<file path="src/rtl/noc_inject_arbiter.sv">
// ---------------------------------------------------------------------------
// noc_inject_arbiter
//
// Shares one XY-mesh router local injection port among N_REQ requesters.
// Each accepted flit is built as {dest_x, dest_y, payload} and held in a
// one-entry output stage. Arbitration is round-robin at packet granularity:
// once a requester wins with a non-last flit, the grant stays locked to it
// until its last flit is accepted.
//
// Ports:
//   clk_i          clock
//   arstn_i        synchronous active-low reset
//   req_valid_i    per-requester flit valid
//   req_ready_o    per-requester accept (one-hot or zero)
//   req_last_i     flit is the last of its packet
//   req_payload_i  payloads, requester k in slice k
//   req_dest_x_i   destination x per requester
//   req_dest_y_i   destination y per requester
//   data_o         flit to router local port
//   valid_o        flit valid
//   ready_i        router local port ready
//   lock_o         a multi-flit packet is in progress
//   lock_id_o      owner while locked, otherwise last granted requester
//
// Optional feature (macro NOC_INJECT_ARB_STATS_EN):
//   stat_sel_i     requester whose accepted-flit counter is read
//   stat_cnt_o     16-bit saturating accepted-flit count for stat_sel_i
// ---------------------------------------------------------------------------
module noc_inject_arbiter #(
    parameter int DATA_WIDTH  = 32,
    parameter int X_DIMENSION = 4,
    parameter int Y_DIMENSION = 4,
    parameter int N_REQ       = 4,
    parameter int X_DIM_W     = (X_DIMENSION > 1) ? $clog2(X_DIMENSION) : 1,
    parameter int Y_DIM_W     = (Y_DIMENSION > 1) ? $clog2(Y_DIMENSION) : 1,
    parameter int PAYLOAD_W   = DATA_WIDTH - X_DIM_W - Y_DIM_W,
    parameter int ID_W        = $clog2(N_REQ)
) (
    input  logic                         clk_i,
    input  logic                         arstn_i,
    input  logic [N_REQ-1:0]             req_valid_i,
    output logic [N_REQ-1:0]             req_ready_o,
    input  logic [N_REQ-1:0]             req_last_i,
    input  logic [N_REQ*PAYLOAD_W-1:0]   req_payload_i,
    input  logic [N_REQ*X_DIM_W-1:0]     req_dest_x_i,
    input  logic [N_REQ*Y_DIM_W-1:0]     req_dest_y_i,
    output logic [DATA_WIDTH-1:0]        data_o,
    output logic                         valid_o,
    input  logic                         ready_i,
    output logic                         lock_o,
    output logic [ID_W-1:0]              lock_id_o
`ifdef NOC_INJECT_ARB_STATS_EN
    ,
    input  logic [ID_W-1:0]              stat_sel_i,
    output logic [15:0]                  stat_cnt_o
`endif
);

    localparam int unsigned NREQ_U = N_REQ;

    typedef enum logic {
        ST_IDLE,
        ST_LOCKED
    } state_e;

    state_e                  state_q, state_d;
    logic [ID_W-1:0]         rr_ptr_q, rr_ptr_d;
    logic [ID_W-1:0]         lock_id_q, lock_id_d;
    logic                    valid_q, valid_d;
    logic [DATA_WIDTH-1:0]   data_q, data_d;

    logic                    can_load;
    logic                    found;
    logic [ID_W-1:0]         win_id;
    logic [ID_W-1:0]         gnt_id;
    logic                    gnt_ok;
    logic                    accept;
    logic                    gnt_last;
    logic [DATA_WIDTH-1:0]   flit;
    int unsigned             idx;

    // Arbitration and grant: the stage accepts a new flit when empty or when
    // its current flit leaves this cycle.
    always_comb begin
        can_load = !valid_q || ready_i;
        found    = 1'b0;
        win_id   = '0;
        idx      = 0;
        // Search starts just past the last packet winner and wraps.
        for (int unsigned i = 1; i <= NREQ_U; i++) begin
            idx = (32'(rr_ptr_q) + i) % NREQ_U;
            if (!found && req_valid_i[idx]) begin
                found  = 1'b1;
                win_id = idx[ID_W-1:0];
            end
        end

        if (state_q == ST_LOCKED) begin
            gnt_id = lock_id_q;
            gnt_ok = req_valid_i[lock_id_q];
        end else begin
            gnt_id = win_id;
            gnt_ok = found;
        end

        req_ready_o = '0;
        if (arstn_i && can_load && gnt_ok) begin
            req_ready_o[gnt_id] = 1'b1;
        end

        accept   = |(req_valid_i & req_ready_o);
        gnt_last = req_last_i[gnt_id];

        flit = '0;
        for (int unsigned k = 0; k < NREQ_U; k++) begin
            if (req_ready_o[k]) begin
                flit = {req_dest_x_i[k*X_DIM_W +: X_DIM_W],
                        req_dest_y_i[k*Y_DIM_W +: Y_DIM_W],
                        req_payload_i[k*PAYLOAD_W +: PAYLOAD_W]};
            end
        end
    end

    // Next state of the output stage and packet lock.
    always_comb begin
        state_d   = state_q;
        rr_ptr_d  = rr_ptr_q;
        lock_id_d = lock_id_q;
        valid_d   = valid_q;
        data_d    = data_q;

        if (accept) begin
            data_d    = flit;
            valid_d   = 1'b1;
            lock_id_d = gnt_id;
            if (gnt_last) begin
                state_d  = ST_IDLE;
                rr_ptr_d = gnt_id;
            end else begin
                state_d  = ST_LOCKED;
            end
        end else if (valid_q && ready_i) begin
            valid_d = 1'b0;
        end
    end

`ifdef NOC_INJECT_ARB_STATS_EN
    logic [15:0] cnt_q [N_REQ];
    logic [15:0] cnt_d [N_REQ];

    always_comb begin
        for (int unsigned k = 0; k < NREQ_U; k++) begin
            cnt_d[k] = cnt_q[k];
            if (req_valid_i[k] && req_ready_o[k] && (cnt_q[k] != 16'hFFFF)) begin
                cnt_d[k] = cnt_q[k] + 16'd1;
            end
        end
    end

    always_comb begin
        stat_cnt_o = '0;
        for (int unsigned k = 0; k < NREQ_U; k++) begin
            if (ID_W'(k) == stat_sel_i) begin
                stat_cnt_o = cnt_q[k];
            end
        end
    end

    always_ff @(posedge clk_i) begin
        if (!arstn_i) begin
            for (int unsigned k = 0; k < NREQ_U; k++) begin
                cnt_q[k] <= '0;
            end
        end else begin
            for (int unsigned k = 0; k < NREQ_U; k++) begin
                cnt_q[k] <= cnt_d[k];
            end
        end
    end
`endif

    always_ff @(posedge clk_i) begin
        if (!arstn_i) begin
            state_q   <= ST_IDLE;
            rr_ptr_q  <= ID_W'(N_REQ - 1);
            lock_id_q <= ID_W'(N_REQ - 1);
            valid_q   <= 1'b0;
            data_q    <= '0;
        end else begin
            state_q   <= state_d;
            rr_ptr_q  <= rr_ptr_d;
            lock_id_q <= lock_id_d;
            valid_q   <= valid_d;
            data_q    <= data_d;
        end
    end

    assign data_o    = data_q;
    assign valid_o   = valid_q;
    assign lock_o    = (state_q == ST_LOCKED);
    assign lock_id_o = lock_id_q;

endmodule

</file>
<file path="config.mk">
export PLATFORM = sky130hd
export DESIGN_NAME = noc_inject_arbiter
export DESIGN_NICKNAME = d
export VERILOG_FILES = /design/src/rtl/noc_inject_arbiter.sv
export SDC_FILE = /design/constraint.sdc
export NUM_CORES = 1
export LEC_CHECK = 0
export ABC_CLOCK_PERIOD_IN_PS = 2800
export BUFFER_PORTS_ARGS = -buffer_cell sky130_fd_sc_hd__buf_2
export CAP_MARGIN = 20
export CORE_MARGIN = 10
export CORE_UTILIZATION = 42
export DETAILED_ROUTE_END_ITERATION = 6
export GPL_ROUTABILITY_DRIVEN = 0
export PLACE_DENSITY = 0.82
export SLEW_MARGIN = 10
export SYNTH_ARGS = -nofsm -noshare
export SYNTH_HDL_FRONTEND = slang
export SYNTH_SLANG_ARGS = --single-unit
</file>
<file path="constraint.sdc">
create_clock -name clk_i -period 2.8 [get_ports clk_i]
set_input_delay 0 -clock clk_i [delete_from_list [all_inputs] [get_ports clk_i]]
set_output_delay 0 -clock clk_i [all_outputs]
set_load 0.05 [all_outputs]
</file>
## After elaboration in Yosys (flattened, before gate mapping)

Index checks and enable logic that the tools add are counted.

- Register bits: 38
- Input port bits: 139
- Output and inout bits: 40
- Word-level logic and storage cells: 64

- $add $sub $neg: 4
- Magnitude comparators: 7
- Muxes and demuxes: 32
- Bitwise logic cells: 1
- Reduce and logical (&&, ||, !) cells: 15

Operators with widths:

| kind | number |
|---|---|
| 32-bit two-way mux | 4 |
| 2-bit by 3-bit less-than comparator with 1-bit output (second input constant) | 6 |
| 1-bit two-way mux | 15 |
| 1-bit binary-select mux with 2-bit select | 6 |
| 2-bit two-way mux | 5 |
| 1-bit logical AND | 7 |
| 2-bit by 1-bit adder with 2-bit output (second input constant) | 2 |
| 2-bit adder (second input constant) | 2 |
| 4-bit AND | 1 |
| 1-bit zero test | 4 |
| 4-bit two-way mux | 1 |
| 4-bit OR reduction | 1 |
| 1-bit demux with 2-bit select | 1 |
| 2-bit by 1-bit >= comparator with 1-bit output (second input constant) | 1 |
| 2-bit AND reduction | 1 |
| 2-bit nonzero test | 1 |
| 1-bit logical OR | 1 |

## Longest topological paths before layout

Gate-level depths: netlist of the first run.

- Word-level depth: 23
- Gate-level depth with buffers: 8
- Depth with buffers taken out: 6

## Worst setup path after synthesis of the first run

Ideal clock, no wire load.

- Path kind: reg-to-reg
- Start point: register lock_id_q[0] (netlist: lock_id_o[0])
- End point: register data_q[23] (netlist: data_o[23])
- Library setup time: 122 ps
- Data arrival time: 2334 ps
- Required time: 2678 ps
- Setup slack: 345 ps
- Cell stages (with the launch flop): 7
- Buffers on the path: 1
- Period minus slack after synthesis: 2455 ps
- Cell sequence: dfxtp_1 -> mux4_2 -> o2111a_1 -> o21ai_1 -> clkbuf_1 -> a21oi_1 -> a221o_1

- Longest elaborated chain between the ends: 10
- Elaborated cells on any way between the ends: 17
- Those cells by class: order compare: 2; mux: 11; bitwise: 1; reduce/logical: 3

Ends and longest elaborated chain:

| element | RTL line | source |
|---|---|---|
| from (decl) | 68 | `logic [ID_W-1:0] lock_id_q, lock_id_d;` |
| from (signal assigned) | 186 | `lock_id_q <= ID_W'(N_REQ - 1);` |
| from (signal assigned) | 192 | `lock_id_q <= lock_id_d;` |
| 2-bit two-way mux | 98 | `if (state_q == ST_LOCKED) begin` |
| 2-bit by 3-bit less-than comparator with 1-bit output (implied by the code) / 2-bit by 1-bit >= comparator with 1-bit output (equally long branches) | 108 | `req_ready_o[gnt_id] = 1'b1;` |
| 1-bit logical AND (implied by the code) | 108 |  |
| 1-bit two-way mux (implied by the code) | 108 |  |
| 1-bit demux with 2-bit select | 108 |  |
| 4-bit two-way mux * | 107 | `if (arstn_i && can_load && gnt_ok) begin` |
| 32-bit two-way mux (4 in a row) | 116 | `if (req_ready_o[k]) begin` |
| to (signal assigned) | 194 | `data_q <= data_d;` |
| to (decl) | 70 | `logic [DATA_WIDTH-1:0] data_q, data_d;` |

Mark *: on every way between the ends. The rest lies on a longest branch, timed or not. The select of a mux whose other input is x is not followed.
A chain may end at the register's enable or synchronous reset.

## Worst setup path in the final report of the first run

- Start point: register rr_ptr_q[0]
- End point: output port req_ready_o[0]

- Longest elaborated chain between the ends: 19
- Elaborated cells on any way between the ends: 35
- Those cells by class: add/sub: 4; order compare: 2; mux: 21; reduce/logical: 8

Ends and longest elaborated chain:

| element | RTL line | source |
|---|---|---|
| from (decl) | 67 | `logic [ID_W-1:0] rr_ptr_q, rr_ptr_d;` |
| from (signal assigned) | 185 | `rr_ptr_q <= ID_W'(N_REQ - 1);` |
| from (signal assigned) | 191 | `rr_ptr_q <= rr_ptr_d;` |
| 2-bit by 1-bit adder with 2-bit output | 91 | `idx = (32'(rr_ptr_q) + i) % NREQ_U;` |
| 1-bit binary-select mux with 2-bit select | 92 | `if (!found && req_valid_i[idx]) begin` |
| 1-bit two-way mux (implied by the code) | 92 |  |
| 1-bit two-way mux | 92 |  |
| 1-bit zero test | 92 |  |
| 1-bit logical AND | 92 |  |
| 1-bit two-way mux | 92 |  |
| 1-bit zero test | 92 |  |
| (+3 left out) | -- |  |
| 1-bit logical AND | 92 |  |
| 2-bit two-way mux | 92 |  |
| 2-bit two-way mux | 98 |  |
| 2-bit by 3-bit less-than comparator with 1-bit output (implied by the code) / 2-bit by 1-bit >= comparator with 1-bit output (equally long branches) | 108 |  |
| 1-bit logical AND (implied by the code) | 108 |  |
| 1-bit two-way mux (implied by the code) | 108 |  |
| 1-bit demux with 2-bit select | 108 |  |
| 4-bit two-way mux * | 107 |  |
| to (decl) | 42 | `output logic [N_REQ-1:0] req_ready_o,` |

Marks and branches as above.

==> results.md, run 1 <==
* Worst Path Required at 2.80 ns
* Register bit total from synthesis at 38
* Synth area leaders: dfxtp_1 (30%), mux2_4 (16%), a221o_1 (13%), a21oi_1 (7.2%), o21ai_0 (7.2%)
* DR vias/cell at 5.717
* Net Count, Synth at 421
* Clock transition at the registers of the reported paths at 0.08 ns
* Sequential area share after synthesis at 29.73%
* CTS H-tree lvls at 2
* Clock root buffer: clkbuf_8
* Gr busiest metal: met2
* Clock Latency Late Sink at 0.28 ns
* ANT nets after route at 0
* Area delta synth->final at 43.33%
* Final hold violation count at 0
* R2R Path Start: rr_ptr_q[0]$_SDFFE_PN1P_
* Syn Inst Count at 282
* Primary FF master, synth: dfxtp_1
* Leading cell types by count after synthesis: dfxtp_1 (38), a21oi_1 (37), o21ai_0 (37), nand3_1 (35), a221o_1 (34)
* Achievable Freq at 383.7 MHz
* Inst Count DP at 524
* WL per Instance at 19.13 um
* CTS tree: yes
* Post-synth EDFFs at 0
* Measured slew at the worst slew-check pin at 0.8337 ns
* Layout cells sized above 1 at 52.72%
* R2r setup slk at 0.51 ns
* Area share of the largest cell type after synthesis at 29.73%
* Initial Utilization at 43.22%
* Crit. End Element: output pin
* Initial DRT Pass Iterations at 4
* FILL cells at 532
* Final setup viols at 0
* Mapped cell area at 2559 um^2
* Clock buffer count from CTS at 5
* Asr flop ratio synth at 0%
* Largest net degree at the start of global routing at 36
* PostCTS Resize Cnt at 0
* First-pass GRT wire length at 16.14 mm
* Chip width at 98.05 um
* Setup Skew at 0.006238 ns
* Total power at 3.174 mW
* Vias in the first global route at 3266
* RSZ-0062 raised after global routing: no
* Residual DRC at 0
* Clk sinks at 38
* Final wirelength at 10.22 mm
* Register area at 760.7 um^2
* Hold_ws at 0.05919 ns
* DPL Wire Length at 8.183 mm
* Worst rel slew slack at 44.41%
* Most common cell in the netlist: dfxtp_1
* Final Slew Violations at 0
* Total core area at 5921 um^2
* Die H at 98.05 um
* Netlist cell types at 40
* Peak supply drop at 0.4524 mV
* Ant diodes at 0
* PwrDens at 865.5 nW/um^2
* Die area at 9614 um^2
* # IOs at 179
* Met1 Use GR at 23.01%
* Area leader, netlist: dfxtp_1
* Reg2Reg Capture Point: data_o[29]$_SDFFE_PN0P_
* Grt total ovfl at 0
* Initial antenna violation count at 0
* Area of the multi-input gates at 1662 um^2
* Synth warn at 0
* CP Max Fanout at 18
* Max_cap viols at 0
* Worst EP arrival at 2.61 ns
* Final TNS setup at 0 ns
* Met2 usage at 34.82%
* P_leak at 1.823 nW
* Num rows at 28
* Syn_area_per_cell at 9.073 um^2
* Fin worst setup slack at 0.1935 ns
* R2R cell count at 7
* Clock Path Buffers at 2
* Min Clock Period, post-route at 2.607 ns
* Via count at 3053
* Iter 0 DRT Violations at 127
* CP Class: flip-flop to output pin
* Type of the worst min-delay path: input port to flip-flop
* GR Util met3 at 5.144%
* Worst setup path start: rr_ptr_q[0]$_SDFFE_PN1P_
* Non-filler cells, final at 534
* Post-place setup slack at 0.4686 ns
* Port Buffers at 178
* Critical Path End: req_ready_o[0]
* Worst setup SP type: flip-flop
* Final #Nets at 597
* Outcome: complete, no violations
* Total GRT Usage at 19.84%
* Final worst-path cycle share at 93.09%
registers in the layout (all words and copies together), names as in the netlist:
signal	cells
lock_id_o	2
data_o	32
valid_o	1
rr_ptr_q	2
lock_o	1
power breakdown:
part	leakage [nW]	total (mW)	internal, mW	switching (mW)
clock	0.0472	0.394	0.198	0.196
combinational	1.46	1.95	0.682	1.27
sequential	0.316	0.827	0.722	0.105
total	1.82	3.17	1.60	1.57
worst min-delay path by stage:
stage                                  from                        to  depth (start not counted)
after global placement              arstn_i  rr_ptr_q[0]$_SDFFE_PN1P_                          2
after global routing      req_payload_i[54]   data_o[26]$_SDFFE_PN0P_                          3
final                       req_dest_x_i[6]   data_o[30]$_SDFFE_PN0P_                          3
after CTS                 req_payload_i[54]   data_o[26]$_SDFFE_PN0P_                          3
after detailed placement            arstn_i  rr_ptr_q[0]$_SDFFE_PN1P_                          2
after floorplan                     arstn_i  rr_ptr_q[0]$_SDFFE_PN1P_                          1
cell families (layout without fill, tap and decap cells):
family | count (synthesis) | after routing | synth area share [%]
buffers and inverters | 32 | 209 | 5.770
AND/OR/NAND/NOR | 58 | 58 | 11.93
flip-flops | 38 | 38 | 29.73
multiplexers | 33 | 33 | 19.07
AO/OA/AOI/OAI | 121 | 121 | 33.50
layout by cell type (no fill, tap or decap), drive strengths merged, types with 2 or more instances in the layout:
cell,n
dfxtp,38
clkbuf,6
buf,194
nor3,2
nand3,35
and3,2
a21oi,37
o21ai,38
inv,6
nand2,2
a31oi,2
nor2,9
nand2b,2
a221o,34
mux2,32
routing by layer:
metal / share of wire [%] / wire [um]
met5: 0 / 0
met4: 2.4 / 248
met3: 8.2 / 836
met2: 48 / 4929
met1: 41 / 4202
critical path: stages (launching register included):
cell and delay (ns):
dfxtp_1 0.40, inv_2 0.10, a221o_1 0.36, a221oi_2 0.49, o21ai_2 0.35, buf_12 0.26
nor2_1 0.08, buf_2 0.27
metrics by stage:
step,area [um^2],utilization [%]
finish,3667,61.94
global route,3667,61.94
CTS,3660,61.81
detailed placement,3555,60.04
global placement,3555,60.04
floorplan,2559,-
cell type report:
| type | count | area share, % |
|---|---|---|
| sequential | 38 | 20.74 |
| inverter | 6 | 0.6141 |
| tap | 75 | 2.559 |
| timing repair buffer | 195 | 28.18 |
| clock inverter | 2 | 0.3412 |
| multi-input combinational | 212 | 45.31 |
| clock buffer | 6 | 2.252 |
what timing repair did:
item,in CTS,in global routing
setup buffers,0,0
hold buffers,1,0
hold endpoints to repair,2,0
endpoints found under the setup margin,0,0
Power figures use the tool's default switching activity.
==> run 2: changes to the inputs <==
--- a/config.mk
+++ b/config.mk
@@ -5,14 +5,14 @@
 export SDC_FILE = /design/constraint.sdc
 export NUM_CORES = 1
 export LEC_CHECK = 0
-export ABC_CLOCK_PERIOD_IN_PS = 2800
+export ABC_CLOCK_PERIOD_IN_PS = 3300
 export BUFFER_PORTS_ARGS = -buffer_cell sky130_fd_sc_hd__buf_2
 export CAP_MARGIN = 20
 export CORE_MARGIN = 10
-export CORE_UTILIZATION = 42
+export CORE_UTILIZATION = 45
 export DETAILED_ROUTE_END_ITERATION = 6
 export GPL_ROUTABILITY_DRIVEN = 0
-export PLACE_DENSITY = 0.82
+export PLACE_DENSITY = 0.87
 export SLEW_MARGIN = 10
 export SYNTH_ARGS = -nofsm -noshare
 export SYNTH_HDL_FRONTEND = slang
==> constraint.sdc (replaced) <==
create_clock -name clk_i -period 3.3 [get_ports clk_i]
set_input_delay 0 -clock clk_i [delete_from_list [all_inputs] [get_ports clk_i]]
set_output_delay 0 -clock clk_i [all_outputs]
set_load 0.05 [all_outputs]
==> results.md, run 2 (synthesized netlist as in run 1, its figures left out) <==
* Setup bufs post-CTS at 0
* Final #Nets at 593
* Die area at 9102 um^2
* Fin worst setup slack at 0.6016 ns
* Clock Path Buffers at 2
* Clock buffer count from CTS at 5
* Non-filler cells, final at 525
* Total core area at 5507 um^2
* Area of the multi-input gates at 1662 um^2
* Ant diodes at 0
* WL per Instance at 19.39 um
* Final hold violation count at 0
* Setup Skew at 0.001825 ns
* Clock Latency Late Sink at 0.28 ns
* Achievable Freq at 370.6 MHz
* Measured slew at the worst slew-check pin at 0.7906 ns
* Worst rel slew slack at 47.29%
* Most common cell after layout, fill and taps aside: buf_2
* Critical Path End: req_ready_o[0]
* Final TNS setup at 0 ns
* CP max stage delay at 0.70 ns
* Layout cells sized above 1 at 52.10%
* Register area at 760.7 um^2
* Initial Utilization at 46.47%
* Vias in the first global route at 3201
* Initial DRT Pass Iterations at 5
* Post-place setup slack at 0.7073 ns
* CP Class: flip-flop to output pin
* Final worst-path cycle share at 81.77%
* Worst Path Required at 3.30 ns
* CTS H-tree lvls at 2
* PostCTS Resize Cnt at 0
* R2r setup slk at 0.70 ns
* Grt total ovfl at 0
* DR vias/cell at 5.798
* Area delta synth->final at 41.03%
* ANT nets after route at 0
* Hold Path Stages at 3
* Final Slew Violations at 0
* Outcome: complete, no violations
* Max_cap viols at 0
* Type of the worst min-delay path: input port to flip-flop
* Worst EP arrival at 2.70 ns
* RSZ-0062 raised after global routing: no
* Commonest non-fill, non-tap cells in the layout: buf_2 (178), dfxtp_1 (38), o21ai_0 (37), a21oi_1 (37), nand3_1 (35)
* Chip width at 95.41 um
* DPL Wire Length at 8.030 mm
* Clock root buffer: clkbuf_8
* Worst setup SP type: flip-flop
* # IOs at 179
* Critical-path cell list: inv_1, nand3b_1, o21ai_0, o21ai_2, buf_4, nor2_1, buf_2
* Clock transition at the registers of the reported paths at 0.07 ns
* Max FFs per register at 32
* Worst setup path start: lock_o$_SDFFE_PN0P_
* Initial antenna violation count at 0
* Port Buffers at 178
* R2R Path Start: lock_o$_SDFFE_PN0P_
* R2R cell count at 7
* Inst Count DP at 517
* Final wirelength at 10.18 mm
* Residual DRC at 0
* Min Clock Period, post-route at 2.698 ns
* First-pass GRT wire length at 15.53 mm
* P_leak at 1.793 nW
* PwrDens at 734.5 nW/um^2
* CTS hold repair buffers at 1
* Final setup viols at 0
* Total GRT Usage at 20.89%
* Clk sinks at 38
* Die H at 95.41 um
* Num rows at 27
* Iter 0 DRT Violations at 158
* Reg2Reg Capture Point: data_o[7]$_SDFFE_PN0P_
* CTS tree: yes
* FILL cells at 474
* CP Max Fanout at 18
* Largest net degree at the start of global routing at 36
* Via count at 3044
* CP max stage cell: o21ai_2
* Peak supply drop at 0.3463 mV
* Crit. End Element: output pin
run 2: changes by cell type in the layout (fill, tap and decap cells not counted), sizes merged:
cell / previous run / this run
buf: 194 / 190
clkinv: 1 / 0
clkinvlp: 1 / 0
run 2: final cells by class:
cell class / count / share of cell area (%)
flip-flops and latches: 38 / 21.08
well taps: 72 / 2.497
inverters: 6 / 0.6241
repair buffers: 191 / 27.46
multi-input cells: 212 / 46.05
clock buffers: 6 / 2.288
run 2: stage by stage:
step	area, um^2	power [mW]	utilization (%)	hold slack [ns]
floorplan	2559	1.940	-	0.07862
global placement	3508	2.317	63.71	0.2384
detailed placement	3508	2.350	63.71	0.2457
CTS	3601	2.665	65.39	0.04817
global route	3608	2.790	65.53	0.07071
finish	3608	2.650	65.53	0.06369
run 2: per-layer routing:
metal / up-vias / wire length, um / global-route usage, %
met2: 184 / 5076 / 36.08
met3: 12 / 1132 / 6.520
met1: 1397 / 3831 / 24.03
met4: 0 / 141 / 6.757
met5: - / 0 / 0
li1: 1451 / - / -
run 2: how the worst min path moves through the flow:
stage	endpoint	start	slack, ns
global route	data_o[25]$_SDFFE_PN0P_	req_payload_i[53]	0.07
detailed placement	rr_ptr_q[0]$_SDFFE_PN1P_	arstn_i	0.25
finish	data_o[18]$_SDFFE_PN0P_	req_payload_i[102]	0.06
floorplan	rr_ptr_q[0]$_SDFFE_PN1P_	arstn_i	0.08
global placement	rr_ptr_q[0]$_SDFFE_PN1P_	arstn_i	0.24
CTS	data_o[17]$_SDFFE_PN0P_	req_payload_i[101]	0.05
run 2: worst max-delay path, delay by kind of cell (launching register included):
family          cells  cell delay (ns)
buf+inv             3             0.73
compound gates      2             0.95
flops               1             0.49
simple gates        2             0.24
run 2: power by group:
group | internal [mW] | switching, mW
logic | 0.562 | 1.07
registers | 0.613 | 0.0963
clock network | 0.161 | 0.145
==> run 3: changes to the inputs <==
--- a/config.mk
+++ b/config.mk
@@ -5,14 +5,14 @@
 export SDC_FILE = /design/constraint.sdc
 export NUM_CORES = 1
 export LEC_CHECK = 0
-export ABC_CLOCK_PERIOD_IN_PS = 3300
+export ABC_CLOCK_PERIOD_IN_PS = 2200
 export BUFFER_PORTS_ARGS = -buffer_cell sky130_fd_sc_hd__buf_2
 export CAP_MARGIN = 20
 export CORE_MARGIN = 10
-export CORE_UTILIZATION = 45
+export CORE_UTILIZATION = 38
 export DETAILED_ROUTE_END_ITERATION = 6
 export GPL_ROUTABILITY_DRIVEN = 0
-export PLACE_DENSITY = 0.87
+export PLACE_DENSITY = 0.78
 export SLEW_MARGIN = 10
 export SYNTH_ARGS = -nofsm -noshare
 export SYNTH_HDL_FRONTEND = slang
==> constraint.sdc (replaced) <==
create_clock -name clk_i -period 2.2 [get_ports clk_i]
set_input_delay 0 -clock clk_i [delete_from_list [all_inputs] [get_ports clk_i]]
set_output_delay 0 -clock clk_i [all_outputs]
set_load 0.05 [all_outputs]
==> results.md, run 3 (synthesized netlist as in run 1, its figures left out) <==
* Top delay family on crit path: compound AO/OA/AOI/OAI gates
* Max FFs per register at 32
* First-pass GRT wire length at 15.88 mm
* CP max stage delay at 0.37 ns
* Worst EP arrival at 2.12 ns
* Initial antenna violation count at 0
* Clk sinks at 38
* Setup Skew at 0.01241 ns
* Iter 0 DRT Violations at 165
* ANT nets after route at 0
* Largest net degree at the start of global routing at 22
* Measured slew at the worst slew-check pin at 0.3299 ns
* Port Buffers at 178
* Clock buffer count from CTS at 5
* Max_cap viols at 0
* P_leak at 1.859 nW
* Final TNS setup at 0 ns
* Critical-path cell list: inv_2, a221o_1, a221oi_2, buf_4, o21ai_4, buf_6, nor2_2, buf_6
* Die area at 10420 um^2
* Grt total ovfl at 0
* Final Slew Violations at 0
* DPL Wire Length at 8.355 mm
* Final hold violation count at 0
* CTS tree: yes
* Vias in the first global route at 3245
* Total power at 4.255 mW
* Total GRT Usage at 18.80%
* Ant diodes at 0
* # IOs at 179
* CP dominant cell by count: buf_6
* CP Max Fanout at 16
* WL per Instance at 19.84 um
* PwrDens at 1121 nW/um^2
* Final setup viols at 0
* Min Clock Period, post-route at 2.116 ns
* Clock Latency Late Sink at 0.30 ns
* Peak supply drop at 0.5666 mV
* Final worst-path cycle share at 96.19%
* Initial DRT Pass Iterations at 4
* Outcome: complete, no violations
* Initial Utilization at 39.62%
* Commonest non-fill, non-tap cells in the layout: buf_2 (174), a21oi_1 (37), o21ai_0 (35), nand3_1 (35), a221o_1 (34)
* Type of the worst min-delay path: input port to flip-flop
* Num rows at 29
* Final wirelength at 10.69 mm
* Total core area at 6459 um^2
* DR vias/cell at 5.822
* Worst setup SP type: flip-flop
* Clock transition at the registers of the reported paths at 0.09 ns
* Layout cells sized above 1 at 55.19%
* Chip width at 102.1 um
* Clock root buffer: clkbuf_8
* Worst path buffer plus inverter count at 4
* Residual DRC at 0
* Worst rel slew slack at 77.73%
* Crit. End Element: output pin
* Worst Path Required at 2.20 ns
* CTS H-tree lvls at 2
* CP max stage cell: dfxtp_2
* Most common cell after layout, fill and taps aside: buf_2
* Non-filler cells, final at 539
* FILL cells at 585
* Achievable Freq at 472.5 MHz
* Via count at 3138
* Final #Nets at 600
* Inst Count DP at 530
* CP Class: flip-flop to output pin
* Clock Path Buffers at 2
* Die H at 102.1 um
* Area delta synth->final at 48.31%
run 3: cell types whose count changed in the layout (fill, tap and decap cells not counted), sizes merged:
cell / previous run / this run
buf: 190 / 195
clkinv: 0 / 2
bufinv: 0 / 1
clkbuf: 6 / 7
run 3: path summary, 6_finish.rpt:
path / endpoint / start / depth (start not counted) / slack, ns
worst max register to register: data_o[30]$_SDFFE_PN0P_ / rr_ptr_q[1]$_SDFFE_PN1P_ / 7 / 0.10
worst min register to register: data_o[26]$_SDFFE_PN0P_ / data_o[26]$_SDFFE_PN0P_ / 1 / 0.48
worst max-delay path: req_ready_o[2] / rr_ptr_q[0]$_SDFFE_PN1P_ / 8 / 0.08
worst min-delay path: data_o[0]$_SDFFE_PN0P_ / req_payload_i[28] / 3 / 0.04
run 3: cell type report:
cell class,instances,area (um^2),area share (%)
clock buffers,5,68.82,1.813
clock inverters,3,40.04,1.055
inverters,6,22.52,0.5935
well taps,77,96.34,2.539
multi-input cells,212,1692,44.58
flip-flops and latches,38,769.5,20.28
repair buffers,198,1106,29.15
run 3: power by group:
group,leakage [nW],total (mW),internal (mW),switching [mW]
clock network,0.0579,0.611,0.334,0.276
registers,0.315,1.05,0.922,0.132
logic,1.49,2.59,0.941,1.65
run 3: through the flow:
stage | cell area [um^2] | setup WS (ns) | utilization [%] | hold WS [ns]
5_1_grt | 3795 | -0.01734 | 58.76 | 0.04186
4_1_cts | 3762 | 0.00003753 | 58.25 | 0.03254
3_5_place_dp | 3633 | 0.07004 | 56.26 | 0.2374
3_3_place_gp | 3633 | 0.1271 | 56.26 | 0.2373
6_report | 3795 | 0.08380 | 58.76 | 0.04217
2_1_floorplan | 2574 | 0.02226 | - | 0.07862
run 3: per-layer routing:
layer  up-vias  routed length, um  GRT usage, %
li1       1466                  -             -
met1      1496               4200         21.61
met2       168               5385         32.94
met3         8               1036         6.275
met4         0                 70         4.338
met5         -                  0             0
run 3: timing repair:
item                                   CTS  global route
pin swaps                                0             2
setup endpoints to repair                4             6
gates resized for setup                  5            10
endpoints found under the hold margin    2             0
hold buffers                             1             0
setup buffers                            0             0
run 3: worst min-delay path, cell delays in order:
cell and delay [ns]:
buf_2 0.08, mux2_1 0.11, a221o_1 0.12
